$ cat config.mk
export PLATFORM = sky130hd
export DESIGN_NAME = vec_issue_ctrl
export DESIGN_NICKNAME = d
export VERILOG_FILES = /design/src/rtl/vec_pkg.sv /design/src/rtl/vec_issue_ctrl.sv
export SDC_FILE = /design/constraint.sdc
export NUM_CORES = 2
export LEC_CHECK = 0
export ABC_AREA = 1
export CAP_MARGIN = 20
export CORE_AREA = 10 10 607 609
export CTS_CLUSTER_DIAMETER = 150
export DETAILED_ROUTE_END_ITERATION = 10
export DIE_AREA = 0 0 617 619
export GPL_ROUTABILITY_DRIVEN = 0
export PLACE_DENSITY = 0.3
export SYNTH_ARGS = -nofsm -noshare
export SYNTH_HDL_FRONTEND = slang
export SYNTH_SLANG_ARGS = --single-unit
$ cat constraint.sdc
create_clock -name clk -period 3 [get_ports clk]
set_clock_uncertainty 0.1 [all_clocks]
set_input_delay 0.75 -clock clk [delete_from_list [all_inputs] [get_ports clk]]
set_output_delay 0.75 -clock clk [all_outputs]
set_load 0.05 [all_outputs]
$ cat src/rtl/vec_pkg.sv
// Shared definitions for the vector issue controller and vec_exec.
// Holds the controller FSM state encoding, the default vector width,
// the vsew element-width encodings and the funct6 opcodes that both
// sides agree on.
package vec_pkg;

  localparam int VLEN_DEF = 256;

  typedef enum logic [2:0] {
    S_IDLE    = 3'd0,
    S_READ    = 3'd1,
    S_CAPTURE = 3'd2,
    S_ISSUE   = 3'd3,
    S_WAIT    = 3'd4,
    S_WB      = 3'd5
  } state_e;

  // vsew element-width encodings
  localparam logic [2:0] E8  = 3'b000;
  localparam logic [2:0] E16 = 3'b001;
  localparam logic [2:0] E32 = 3'b010;
  localparam logic [2:0] E64 = 3'b011;

  // funct6 opcodes understood by vec_exec
  localparam logic [5:0] F6_VADD = 6'b000000;
  localparam logic [5:0] F6_VSUB = 6'b000010;
  localparam logic [5:0] F6_VAND = 6'b001001;
  localparam logic [5:0] F6_VOR  = 6'b001010;
  localparam logic [5:0] F6_VXOR = 6'b001011;

endpackage

$ cat src/rtl/vec_issue_ctrl.sv
// Single-outstanding issue controller for the vector execution unit.
// Accepts one decoded instruction (valid/ready), reads vs2/vs1 from the
// VRF, issues to vec_exec with a one-cycle new_instr pulse, waits for
// vec_op_done (bounded by TIMEOUT_CYCLES) and writes the result to vd.
//
// Ports:
//   clk, reset                 clock, synchronous active-high reset
//   instr_*                    instruction handshake and decoded fields
//   vrf_rd_addr_a/b, _data_a/b VRF read ports (data 1 cycle after addr)
//   new_instr, vsew, funct6,
//   operand_a/b                issue interface to vec_exec
//   vec_exec_out, vec_op_done  completion interface from vec_exec
//   vrf_wr_en/addr/data        VRF write port
//   busy, timeout_err          status (timeout_err sticky until reset)
module vec_issue_ctrl
  import vec_pkg::*;
#(
  parameter int VLEN           = VLEN_DEF,
  parameter int VREG_AW        = 5,
  parameter int TIMEOUT_CYCLES = 64
) (
  input  logic               clk,
  input  logic               reset,
  input  logic               instr_valid,
  output logic               instr_ready,
  input  logic [5:0]         instr_funct6,
  input  logic [2:0]         instr_vsew,
  input  logic [VREG_AW-1:0] instr_vs1,
  input  logic [VREG_AW-1:0] instr_vs2,
  input  logic [VREG_AW-1:0] instr_vd,
  output logic [VREG_AW-1:0] vrf_rd_addr_a,
  output logic [VREG_AW-1:0] vrf_rd_addr_b,
  input  logic [VLEN-1:0]    vrf_rd_data_a,
  input  logic [VLEN-1:0]    vrf_rd_data_b,
  output logic               new_instr,
  output logic [2:0]         vsew,
  output logic [5:0]         funct6,
  output logic [VLEN-1:0]    operand_a,
  output logic [VLEN-1:0]    operand_b,
  input  logic [VLEN-1:0]    vec_exec_out,
  input  logic               vec_op_done,
  output logic               vrf_wr_en,
  output logic [VREG_AW-1:0] vrf_wr_addr,
  output logic [VLEN-1:0]    vrf_wr_data,
  output logic               busy,
  output logic               timeout_err
);

  localparam int CW = (TIMEOUT_CYCLES > 1) ? $clog2(TIMEOUT_CYCLES) : 1;
  localparam logic [CW-1:0] CNT_LAST = CW'(TIMEOUT_CYCLES - 1);

  state_e             state_q, state_d;
  logic [CW-1:0]      cnt_q, cnt_d;
  logic [VREG_AW-1:0] vd_q, vd_d;
  logic [VREG_AW-1:0] rd_addr_a_q, rd_addr_a_d, rd_addr_b_q, rd_addr_b_d;
  logic               new_instr_q, new_instr_d;
  logic [2:0]         vsew_q, vsew_d;
  logic [5:0]         funct6_q, funct6_d;
  logic [VLEN-1:0]    op_a_q, op_a_d, op_b_q, op_b_d;
  logic               wr_en_q, wr_en_d;
  logic [VREG_AW-1:0] wr_addr_q, wr_addr_d;
  logic [VLEN-1:0]    wr_data_q, wr_data_d;
  logic               tmo_q, tmo_d;

  always_comb begin
    state_d     = state_q;
    cnt_d       = cnt_q;
    vd_d        = vd_q;
    rd_addr_a_d = rd_addr_a_q;
    rd_addr_b_d = rd_addr_b_q;
    new_instr_d = 1'b0;
    vsew_d      = vsew_q;
    funct6_d    = funct6_q;
    op_a_d      = op_a_q;
    op_b_d      = op_b_q;
    wr_en_d     = 1'b0;
    wr_addr_d   = wr_addr_q;
    wr_data_d   = wr_data_q;
    tmo_d       = tmo_q;
    unique case (state_q)
      S_IDLE: if (instr_valid) begin
        // Read addresses are registered at accept so they are on the
        // VRF port during READ; data then lands in CAPTURE.
        rd_addr_a_d = instr_vs2;
        rd_addr_b_d = instr_vs1;
        vd_d        = instr_vd;
        funct6_d    = instr_funct6;
        vsew_d      = instr_vsew;
        state_d     = S_READ;
      end
      S_READ:    state_d = S_CAPTURE;
      S_CAPTURE: begin
        op_a_d      = vrf_rd_data_a;
        op_b_d      = vrf_rd_data_b;
        new_instr_d = 1'b1;          // registered: high during ISSUE only
        state_d     = S_ISSUE;
      end
      S_ISSUE: begin
        cnt_d   = '0;
        state_d = S_WAIT;
      end
      S_WAIT: begin
        if (vec_op_done) begin
          wr_data_d = vec_exec_out;
          wr_addr_d = vd_q;
          wr_en_d   = 1'b1;          // registered: high during WB only
          state_d   = S_WB;
        end else if (cnt_q == CNT_LAST) begin
          tmo_d   = 1'b1;
          state_d = S_IDLE;
        end else begin
          cnt_d = cnt_q + CW'(1);
        end
      end
      S_WB:    state_d = S_IDLE;
      default: state_d = S_IDLE;
    endcase
  end

  always_ff @(posedge clk) begin
    if (reset) begin
      state_q     <= S_IDLE;
      cnt_q       <= '0;
      vd_q        <= '0;
      rd_addr_a_q <= '0;
      rd_addr_b_q <= '0;
      new_instr_q <= 1'b0;
      vsew_q      <= '0;
      funct6_q    <= '0;
      op_a_q      <= '0;
      op_b_q      <= '0;
      wr_en_q     <= 1'b0;
      wr_addr_q   <= '0;
      wr_data_q   <= '0;
      tmo_q       <= 1'b0;
    end else begin
      state_q     <= state_d;
      cnt_q       <= cnt_d;
      vd_q        <= vd_d;
      rd_addr_a_q <= rd_addr_a_d;
      rd_addr_b_q <= rd_addr_b_d;
      new_instr_q <= new_instr_d;
      vsew_q      <= vsew_d;
      funct6_q    <= funct6_d;
      op_a_q      <= op_a_d;
      op_b_q      <= op_b_d;
      wr_en_q     <= wr_en_d;
      wr_addr_q   <= wr_addr_d;
      wr_data_q   <= wr_data_d;
      tmo_q       <= tmo_d;
    end
  end

  assign instr_ready   = (state_q == S_IDLE) & ~reset;
  assign busy          = (state_q != S_IDLE);
  assign vrf_rd_addr_a = rd_addr_a_q;
  assign vrf_rd_addr_b = rd_addr_b_q;
  assign new_instr     = new_instr_q;
  assign vsew          = vsew_q;
  assign funct6        = funct6_q;
  assign operand_a     = op_a_q;
  assign operand_b     = op_b_q;
  assign vrf_wr_en     = wr_en_q;
  assign vrf_wr_addr   = wr_addr_q;
  assign vrf_wr_data   = wr_data_q;
  assign timeout_err   = tmo_q;

endmodule

==> Yosys cells after proc, flatten, opt, wreduce, memory -nomap -nowiden <==
Cells that the tools add are included.
{ "op_classes": {"addsub": 1, "n_eq_ne": 9, "n_mux": 9, "n_bitwise": 4, "n_reduce_logical": 9} }
{ "ops": {"columns": ["operator", "count"], "rows": [
  ["3-bit one-hot mux with 5 select lines", 1],
  ["6-bit 2-to-1 mux", 2],
  ["6-bit one-hot mux with 2 select lines", 1],
  ["3-bit 2-to-1 mux", 3],
  ["6-bit by 1-bit adder with 6-bit output, second input constant", 1],
  ["3-bit by 2-bit == test with 1-bit output, second input constant", 2],
  ["6-bit == test, second input constant", 1],
  ["2-bit != test, second input constant", 3],
  ["2-bit AND reduction", 3],
  ["3-bit AND reduction", 2],
  ["3-bit by 1-bit == test with 1-bit output, second input constant", 1],
  ["3-bit == test, second input constant", 1],
  ["3-bit zero test", 1],
  ["3-bit != test, second input constant", 1],
  ["1-bit inverter", 3],
  ["3-bit nonzero test", 1],
  ["1-bit 2-to-1 mux", 2],
  ["2-bit nonzero test", 1],
  ["2-bit OR reduction", 1],
  ["1-bit bitwise AND", 1]
]} }
{ "totals": {"reg_bits": 809, "elab_cells": 46} }

==> Logic depth before layout (Yosys ltp) <==
{ "logic_depth": {"ltp_word": 4, "depth_mapped": 10, "depth_no_buf": 10} }

==> Worst setup path before layout <==
OpenSTA, ideal clock, no wires.
{ "synth_path": {"kind": "input port to output port", "from": "input reset", "to": "output instr_ready", "arrival_ps": 1766, "required_ps": 2150, "path_slack_ps": 384, "stages": 3, "path_cell_list": "buf_2 -> buf_1 -> nor2_1"} }
{ "synth_via": {"elab_chain_cells": 2} }
{ "synth_rtl": {"columns": ["item", "line", "text"], "rows": [
  ["start: declaration", "vec_issue_ctrl.sv:23", "input logic reset,"],
  ["1-bit inverter", "vec_issue_ctrl.sv:154", "assign instr_ready = (state_q == S_IDLE) & ~reset;"],
  ["1-bit bitwise AND", "vec_issue_ctrl.sv:154", null],
  ["end: declaration", "vec_issue_ctrl.sv:25", "output logic instr_ready,"]
]} }
Every way passes these cells.

==> Worst setup path after layout <==
{ "layout_path": {"from": "register wr_data_q[87] (netlist: vrf_wr_data[87])", "to": "output vrf_wr_data[87]"} }
{ "layout_lines": {"columns": ["item", "line", "text"], "rows": [
  ["start: declaration", "vec_issue_ctrl.sv:62", "logic [VLEN-1:0] wr_data_q, wr_data_d;"],
  ["start signal: assignment", "vec_issue_ctrl.sv:149", "wr_data_q <= wr_data_d;"],
  ["end: declaration", "vec_issue_ctrl.sv:44", "output logic [VLEN-1:0] vrf_wr_data,"]
]} }
No word-level cell between the ends.

==> metrics <==
Synth async-reset ratio=0%; status=finished, final reports clean; Hold Path Class=input port to register; P_leak=roughly 20 nW; Comb pwr share=between 20 and 30%; final hold viol count=0; CP max stage cell=clkdlybuf4s50_1; die area=between 300,000 and 400,000 um^2; CTS max path bufs=4; synth unique cells=22; Yosys reg bits=809; CP Buf/Inv Count=1; CTS tree=done; Flop pwr share=32.9%; CP Launch Type=register; CP top delay family=buffers and inverters; mux cell area share after synthesis=0%; die width=617 um; final worst slack=approximately 110 ps; ys flop type=dfxtp_1; H-tree levels=3; Core Region=355,000 um^2; area occupied by multi-input gates=around 11,000 um^2; Max Clock Freq=about 350 MHz; setup violators final=0; crit path cell chain=clkdlybuf4s50_1; Worst EP arrival=2040 ps; Ports=1,593; DRT Pass-1 Iters=5; top cells by count, synth=nor2_1, dfxtp_1, o21ai_0; vias per cell=3.28; vias in the first global route=32,437; Fill cells=around 40,000; largest net degree at the start of global routing=~110; CTS root buf=clkbuf_16; Power Internal=0.0235 W; vias=33,079; largest family of logic cells by synthesized area=simple AND/OR/NAND/NOR gates; sequential share of the synthesized area=between 50% and 60%; PwrDens=slightly below 700 nW/um^2; Sw Ratio=37.3%; Syn Nets=4,366; post-route setup TNS=0 ps; post-route insts no fill=10,086; Initial Util=under 10%; number of cells on the critical path=1; Cells after Synth=3,569; Routed WL=302,000 um; clock latency on the worst-skew pair=about 830 ps; post-layout net count=6,013; Worst Max-Slew Pin Slew=762 ps; Synth Area in Compound Gates=14.7%; Placed Cells incl. Taps=9,847; register area=16,200 um^2; Area contributors post-synth=dfxtp_1, nor2_1, o21ai_0; DRC Markers=0; hold path cells=3; Synth Area per Inst=about 8 um^2; first-pass GRT wire length=376,000 um; RSZ-0062 raised after global routing=false; wire per inst=30.0 um; Max Transition Viols Final=0; Die H=between 600 and 700 um; Synth Area in Adders=0.0440%; crit-path max FO=2; number of synthesized flops with an enable pin=0; antenna violations before repair=~230; DR iter-0 viols=roughly 2,300; CTS sink cnt=809; CP Class=register to output pin; I/O Buffers=1,592; Synth top area share=57.0%; global route total overflow=0; layout cells sized above 1=11.9%; synthesized area=28,400 um^2; hold_buf cts=0; Synth-to-Final Area Change=90.5%; Worst slew margin=roughly 50%; cts bufs inserted=118; most frequent cell after synthesis=nor2_1; Tmin final=2890 ps; final period utilization=96.5%; WP data required=2150 ps; VDD IR max=444 uV; GRT Util Overall=14.9%; NetSw=0.0140 W; Clock power frac=38.7%; Reg2Reg Depth=7; post-synth top area cell=dfxtp_1; row count=between 200 and 250; Setup WS pre-CTS=621 ps; DP Wirelength=257,000 um; warnings from Yosys=0; Synth Area in Simple Gates=22.3%; crit end category=output pin; Clock Pin Slew Worst Setup and Hold Paths=about 60 ps; Final ANT Viol Nets=0; post-synthesis xor/xnor area fraction=0%; MaxCap Viol Count=0; Worst path max stage delay=860 ps
[registers in the layout, indices dropped and copies added (netlist names)]
signal and count:
vsew 3, vd_q 5, vrf_rd_addr_a 5, operand_a 256
vrf_wr_addr 5, new_instr 1, state_q 3, vrf_wr_data 256
funct6 6, timeout_err 1, vrf_rd_addr_b 5, operand_b 256
vrf_wr_en 1, cnt_q 6
[cell type report]
| cell class | count | area share, % |
|---|---|---|
| multi-input combinational | 2428 | 19.5 |
| sequential | 809 | 29.9 |
| clock inverter | 49 | 1.03 |
| tap | 4751 | 11.0 |
| clock buffer | 165 | 6.21 |
| antenna | 25 | 0.116 |
| inverter | 38 | 0.305 |
| timing repair buffer | 1821 | 31.9 |
[placed cells by master, fill, tap and decap left out, types with 3 or more instances in the layout]
cell type / n
o21ai_0: 538
clkinv_2: 22
inv_1: 33
nand3_1: 270
inv_8: 4
nand2_1: 281
clkbuf_1: 24
clkdlybuf4s50_1: 1083
a31oi_1: 3
inv_6: 4
clkinvlp_4: 8
dlygate4sd2_1: 302
buf_12: 40
clkbuf_8: 23
diode_2: 25
nor2_1: 1035
buf_4: 391
bufinv_16: 8
a21oi_1: 292
dfxtp_1: 809
clkbuf_16: 118
[per-layer routing]
layer	vias to the layer above	wire (um)	global-route usage, %
li1	15023	-	-
met1	16008	122000	17.9
met2	1583	134000	23.4
met3	359	41600	8.77
met4	106	4450	2.21
met5	-	648	0
[what timing repair did]
| action | 4_1_cts | 5_1_grt |
|---|---|---|
| setup endpoints to repair | 303 | 3 |
| resized for setup | 303 | 4 |
| buffers inserted | 0 | 0 |
[through the flow]
step	hold WS [ps]	util, %	area (um^2)	power [W]
3_5_place_dp	341	14.2	50500	0.0238
6_report	227	15.2	54100	0.0375
3_3_place_gp	348	14.2	50500	0.0239
2_1_floorplan	324	-	28400	0.0181
4_1_cts	145	15.2	54100	0.0385
5_1_grt	189	15.2	54100	0.0393
[power by group through the flow]
stage	Sequential, W	Clock [W]	Combinational [W]
2_1_floorplan	0.0159	0	0.00217
5_1_grt	0.0125	0.0154	0.0113
4_1_cts	0.0124	0.0152	0.0110
3_5_place_dp	0.0126	0	0.0113
3_3_place_gp	0.0126	0	0.0113
6_report	0.0123	0.0145	0.0107
[kinds of logic (layout without fill, tap and decap cells)]
group,count (synthesis),after routing
simple gates,1593,1593
compound gates,834,834
flops,809,809
buf+inv,332,2073
fa+ha+maj,1,1
other cells,0,25
[final timing paths]
check | start | end | slack (ps)
worst max-delay path | vrf_wr_data[87] | vrf_wr_data[87] | 110
worst max register to register | state_q[2] | operand_b[181] | 670
worst min-delay path | vec_op_done | vrf_wr_data[104] | 230
worst min register to register | vrf_rd_addr_a[2] | vrf_rd_addr_a[2] | 350
Note: power is estimated with default switching activity, not from simulation.
